===== src/rtl/uart_boot_loader_pkg.sv =====
// uart_boot_loader_pkg: shared constants and state encodings for the UART boot loader
package uart_boot_loader_pkg;
  localparam logic [7:0] SYNC_BYTE = 8'hA5;
  localparam int MAX_WORDS_DEF = 512;
  typedef enum logic [2:0] {SYNC, LEN_LO, LEN_HI, DATA, CHK, DONE, ERR} state_e;
  typedef enum logic [1:0] {R_IDLE, R_START, R_DATA, R_STOP} rx_state_e;
endpackage


===== src/rtl/uart_boot_loader_rx.sv =====
// uart_rx: 8N1 serial receiver with start-bit glitch rejection and framing error flag
module uart_rx
  import uart_boot_loader_pkg::*;
#(
  parameter int CLKS_PER_BIT = 868
) (
  input  logic       clk,
  input  logic       rst,
  input  logic       rx,
  output logic [7:0] data,
  output logic       rx_valid,
  output logic       rx_ferr
);
  rx_state_e st_q, st_d;
  logic rx_prev_q;
  logic [15:0] cnt_q;
  logic [2:0] bit_q;
  logic half, full;
  assign half = cnt_q == 16'(CLKS_PER_BIT / 2 - 1);
  assign full = cnt_q == 16'(CLKS_PER_BIT - 1);
  // next receiver state: confirm start at half bit, then sample each bit at mid-bit
  always_comb begin
    st_d = st_q;
    case (st_q)
      R_IDLE:  st_d = (rx_prev_q && !rx) ? R_START : R_IDLE;
      R_START: st_d = half ? (rx ? R_IDLE : R_DATA) : R_START;
      R_DATA:  st_d = (full && bit_q == 3'd7) ? R_STOP : R_DATA;
      R_STOP:  st_d = full ? R_IDLE : R_STOP;
      default: st_d = R_IDLE;
    endcase
  end
  // state, bit timing counter, shift register and one-cycle result strobes
  always_ff @(posedge clk) begin
    if (rst) begin
      st_q      <= R_IDLE;
      rx_prev_q <= 1'b1;
      cnt_q     <= '0;
      bit_q     <= '0;
      data      <= '0;
      rx_valid  <= 1'b0;
      rx_ferr   <= 1'b0;
    end else begin
      st_q      <= st_d;
      rx_prev_q <= rx;
      rx_valid  <= 1'b0;
      rx_ferr   <= 1'b0;
      cnt_q     <= (st_d != st_q || full) ? '0 : cnt_q + 16'd1;
      if (st_q == R_START) bit_q <= '0;
      if (st_q == R_DATA && full) begin
        data  <= {rx, data[7:1]};
        bit_q <= bit_q + 3'd1;
      end
      if (st_q == R_STOP && full) begin
        rx_valid <= rx;
        rx_ferr  <= !rx;
      end
    end
  end
endmodule


===== src/rtl/uart_boot_loader.sv =====
// uart_boot_loader: receives a framed, checksummed program image over UART into instruction memory
module uart_boot_loader
  import uart_boot_loader_pkg::*;
#(
  parameter int CLKS_PER_BIT = 868,
  parameter int MAX_WORDS    = MAX_WORDS_DEF
) (
  input  logic        clk,
  input  logic        rst,
  input  logic        uart_rx,
  output logic        imem_we,
  output logic [31:0] imem_addr,
  output logic [31:0] imem_wdata,
  output logic        cpu_rst_hold,
  output logic        load_done,
  output logic        load_err
);
  logic [1:0] sync_q;
  logic [7:0] rx_data;
  logic rx_valid, rx_ferr;
  state_e state_q, state_d;
  logic [15:0] len_q, word_idx_q, n_len;
  logic [7:0] chk_q;
  logic [1:0] byte_cnt_q;
  logic [31:0] word_q, addr_q, wdata_q;
  logic we_q, last;
  // two-flop synchronizer for the asynchronous serial line
  always_ff @(posedge clk) begin
    sync_q <= rst ? 2'b11 : {sync_q[0], uart_rx};
  end
  uart_rx #(.CLKS_PER_BIT(CLKS_PER_BIT)) u_rx (
    .clk      (clk),
    .rst      (rst),
    .rx       (sync_q[1]),
    .data     (rx_data),
    .rx_valid (rx_valid),
    .rx_ferr  (rx_ferr)
  );
  assign n_len = {rx_data, len_q[7:0]};
  assign last  = byte_cnt_q == 2'd3 && word_idx_q == len_q - 16'd1;
  // loader state register
  always_ff @(posedge clk) begin
    state_q <= rst ? SYNC : state_d;
  end
  // loader next state; a framing error aborts any load that is not finished or failed
  always_comb begin
    state_d = state_q;
    if (rx_ferr && state_q != DONE && state_q != ERR) state_d = ERR;
    else if (rx_valid)
      case (state_q)
        SYNC:    state_d = rx_data == SYNC_BYTE ? LEN_LO : SYNC;
        LEN_LO:  state_d = LEN_HI;
        LEN_HI:  state_d = (n_len == 16'd0 || 32'(n_len) > MAX_WORDS) ? ERR : DATA;
        DATA:    state_d = last ? CHK : DATA;
        CHK:     state_d = rx_data == chk_q ? DONE : ERR;
        ERR:     state_d = rx_data == SYNC_BYTE ? LEN_LO : ERR;
        default: state_d = state_q;
      endcase
  end
  // loader outputs decoded from state
  always_comb begin
    cpu_rst_hold = state_q != DONE;
    load_done    = state_q == DONE;
    load_err     = state_q == ERR;
  end
  // length capture, little-endian word assembly, checksum and memory write strobe
  always_ff @(posedge clk) begin
    if (rst) begin
      len_q      <= '0;
      word_idx_q <= '0;
      chk_q      <= '0;
      byte_cnt_q <= '0;
      word_q     <= '0;
      addr_q     <= '0;
      wdata_q    <= '0;
      we_q       <= 1'b0;
    end else begin
      we_q <= 1'b0;
      if ((state_q == SYNC || state_q == ERR) && state_d == LEN_LO) begin
        word_idx_q <= '0;
        chk_q      <= '0;
        byte_cnt_q <= '0;
      end
      if (rx_valid && state_q == LEN_LO) len_q <= {8'd0, rx_data};
      if (rx_valid && state_q == LEN_HI) len_q <= n_len;
      if (rx_valid && state_q == DATA) begin
        chk_q      <= chk_q ^ rx_data;
        word_q     <= {rx_data, word_q[31:8]};
        byte_cnt_q <= byte_cnt_q + 2'd1;
        if (byte_cnt_q == 2'd3) begin
          we_q       <= 1'b1;
          addr_q     <= {14'd0, word_idx_q, 2'b00};
          wdata_q    <= {rx_data, word_q[31:8]};
          word_idx_q <= word_idx_q + 16'd1;
        end
      end
    end
  end
  assign imem_we    = we_q;
  assign imem_addr  = addr_q;
  assign imem_wdata = wdata_q;
endmodule


===== config.mk =====
export PLATFORM = sky130hd
export DESIGN_NAME = uart_boot_loader
export DESIGN_NICKNAME = d
export VERILOG_FILES = /design/src/rtl/uart_boot_loader_pkg.sv /design/src/rtl/uart_boot_loader_rx.sv /design/src/rtl/uart_boot_loader.sv
export SDC_FILE = /design/constraint.sdc
export NUM_CORES = 1
export LEC_CHECK = 0
export CAP_MARGIN = 20
export CORE_ASPECT_RATIO = 1.4
export CORE_MARGIN = 2
export CORE_UTILIZATION = 55
export CTS_BUF_LIST = sky130_fd_sc_hd__clkbuf_4 sky130_fd_sc_hd__clkbuf_8 sky130_fd_sc_hd__clkbuf_16
export DETAILED_ROUTE_END_ITERATION = 12
export PLACE_DENSITY_LB_ADDON = 0.15
export SYNTH_ARGS = -nofsm -noshare
export SYNTH_HDL_FRONTEND = slang
export SYNTH_SLANG_ARGS = --single-unit

===== constraint.sdc =====
create_clock -name clk -period 5 [get_ports clk]
set_input_delay 1 -clock clk [delete_from_list [all_inputs] [get_ports clk]]
set_output_delay 1 -clock clk [all_outputs]
set_load 0.02 [all_outputs]

==> flow_summary.ini <==
[timing]
max_freq_mhz = 314
rsz0062_at_grt = false
slew_viol_final = 0
finalSetupViolations = 0
period_minus_slack_ps = 3190
tns_ps = 0
hold_viol_final = 0
min_period_over_period_pct = 63.8
maxSlewHeadroom_pct = 29.3
timing.hold.ws_ps = 425
tightest_slew_ps = 1060
finClkSkew_ps = 9.57

[clock_network]
tritoncts = done
clock-sinks = 152
cts_root_buffer = clkbuf_16
clkSlewWorstSetupHoldPaths_ps = 70
cts_resized = 0
cts_max_level = 4
ctsHoldBuffers = 0
cts_buffers = 17
cts_buffer_depth = 2
clk_latency_ps = 420
post_cts_buffers = 0

[grt]
grt_pass1_vias = 5435
gr-total-overflow = 0
grt_usage_pct = 23.6
grt_pass1_wl_mm = 25.5
antenna_found_initial = 0
grt_max_degree = 85

[floorplanning]
ioPinCount = 71
core_um2 = 11800
start_util_pct = 56.5
die_h_um = 134
num_rows = 47
dieArea_um2 = 13100
die_w_um = 97.2

[yosys]
synthArstFlopShare_pct = 0
syn-instance-count = 836
synth_area_per_cell_um2 = 7.99
syn_area_um2 = 6680
synth_ff_type = dfxtp_1
synth_enable_flop_cells = 0
yosysWarnings = 0
seq_area_frac_synth_pct = 45.5
synth.distinct_cells = 59
ys_ff_latch = 152

[flow_run]
drv_cap = 0

[finish]
nNetsFinal = 858
fin_area_um2 = 7770
areaGrowthSynthToFinish_pct = 16.3
final_cells = 1008
final_util_pct = 65.8
layout-drive-gt1-share_pct = 4.99
diodes = 0

[placement]
placed_cell_area_um2 = 7120
dp.cells = 976
gp_congestion = 0.892
dp_hpwl_mm = 10.1
placement.io_buffers = 54

[drt]
drt_iter0_drc = 352
first_pass_iters = 6
drc_errors = 0
wl_mm = 15.4
viasPerCell = 5.63
routedWlPerCell_um = 15.3
vias = 5679
drtAntennaViolNets = 0

[setup_path]
crit_end = word_idx_q[8]
startpoint_type = register
crit_fanout = 60
critPathKind = register to register
cp.required_ps = 5320
worstReg2RegStart = state_q[0]
reg2reg_to = word_idx_q[8]
r2r_setup_slack_ps = 1810
worst_ep_arrival_time_ps = 3510
end_kind = register
ff2ff_path_depth = 4
crit_start = state_q[0]

[power]
ir_worst_vdd_v = 0.000236
power_leakage_nw = 2.77
power_density_nw_per_um2 = 345

[outcome]
status = finished, final reports clean

[hold_path]
hp-start = sync_q[0]
worstHoldPathType = register to register
whs_path_depth = 1
cells by family (layout without fill, tap and decap cells):
family	count (synthesis)	count (layout)	share of synthesized area [%]
flops	152	152	45.5
mux	10	10	1.52
buf+inv	95	105	6.35
fa+ha+maj	7	7	1.31
compound gates	171	171	15.4
simple gates	351	351	23.4
xor+xnor	49	49	6.42
other cells	1	16	0.0561
per-layer routing:
| metal | up-vias | wire (um) | track usage [%] |
|---|---|---|---|
| met2 | 144 | 7900 | 41.8 |
| li1 | 2826 | - | - |
| met1 | 2672 | 6420 | 27.2 |
| met4 | 0 | 452 | 11.0 |
| met5 | - | 0 | 0 |
| met3 | 37 | 603 | 5.11 |
worst min-delay path by stage:
stage / endpoint / slack (ps)
2_1_floorplan: sync_q[1] / 390
3_3_place_gp: sync_q[1] / 400
3_5_place_dp: sync_q[1] / 410
4_1_cts: sync_q[1] / 430
5_1_grt: sync_q[1] / 440
6_report: sync_q[1] / 430
power breakdown:
part / internal (mW) / leakage [nW] / switching [mW]
clock network: 0.861 / 0.324 / 0.556
registers: 1.21 / 1.22 / 0.00348
logic: 0.00718 / 1.22 / 0.0363
flip-flops by register name, summed over array words and instances (netlist names):
name,cells
chk_q,8
word_idx_q,16
u_rx.rx_ferr,1
word_q,24
imem_we,1
u_rx.st_q,2
len_q,16
u_rx.rx_prev_q,1
u_rx.data,8
byte_cnt_q,2
sync_q,2
state_q,3
u_rx.rx_valid,1
imem_addr,16
imem_wdata,32
u_rx.cnt_q,16
u_rx.bit_q,3
layout by cell type (no fill, tap or decap), types with 4 or more instances in the layout:
cell type        netlist  layout
nand2b_1               6       6
nand3_1               18      18
o211ai_1               5       5
dfxtp_1              152     152
inv_6                  0       5
o22a_1                 4       4
nand2_1              186     185
clkdlybuf4s50_1        0      53
clkbuf_16              0      17
nor2_1                67      67
o21ai_0               22      22
a21oi_1               92      92
inv_8                  0       4
nor3_1                12      12
bufinv_16              0       4
ha_1                   7       7
xor2_1                31      31
nor4_1                11      11
inv_1                 17      17
a311oi_1               5       5
mux2i_1                9       9
a31oi_1                8       8
a22oi_1                9       9
nand4_1                5       5
or3_1                  7       7
and3_1                14      14
xnor2_1               18      18
conb_1                 1      16
final cells by class:
| type | instances | area, um^2 |
|---|---|---|
| Fill cell | 990 | 4050 |
| Clock buffer | 17 | 425 |
| Tap cell | 147 | 184 |
| Sequential cell | 152 | 3040 |
| Timing Repair Buffer | 56 | 553 |
| Multi-Input combinational cell | 604 | 3270 |
| Clock inverter | 15 | 230 |
| Inverter | 17 | 63.8 |
worst max-delay path, stage by stage (launching register included):
cell and delay, ps:
dfxtp_1 550, and4b_1 970, and2_2 1010, o21ai_0 250, a211oi_1 300
stage by stage:
step                setup WS, ps  total power, mW
detailed placement          1840             1.29
CTS                         1830             2.70
floorplan                   2770             1.29
global placement            2040             1.29
global route                1590             2.75
finish                      1810             2.68
Yosys cell counts (all sizes together) (4+ instances only):
| library cell | n | share of area (%) |
|---|---|---|
| xnor2 | 18 | 2.4 |
| nor3 | 12 | 0.90 |
| nand3 | 18 | 1.3 |
| and3 | 14 | 1.3 |
| nor2 | 67 | 3.8 |
| nand2b | 6 | 0.56 |
| o211ai | 5 | 0.56 |
| a31oi | 8 | 0.75 |
| clkbuf | 50 | 2.8 |
| buf | 28 | 2.6 |
| a311oi | 5 | 0.66 |
| xor2 | 31 | 4.1 |
| nand4 | 5 | 0.47 |
| ha | 7 | 1.3 |
| o22a | 4 | 0.52 |
| nor4 | 11 | 1.0 |
| a21oi | 92 | 6.9 |
| mux2i | 9 | 1.3 |
| nand2 | 186 | 10 |
| o21ai | 22 | 1.6 |
| a22oi | 9 | 1.0 |
| or3 | 8 | 0.82 |
| dfxtp | 152 | 46 |
| inv | 17 | 0.96 |
| and2 | 4 | 0.37 |
No activity file was read; power rests on OpenSTA's default activity.
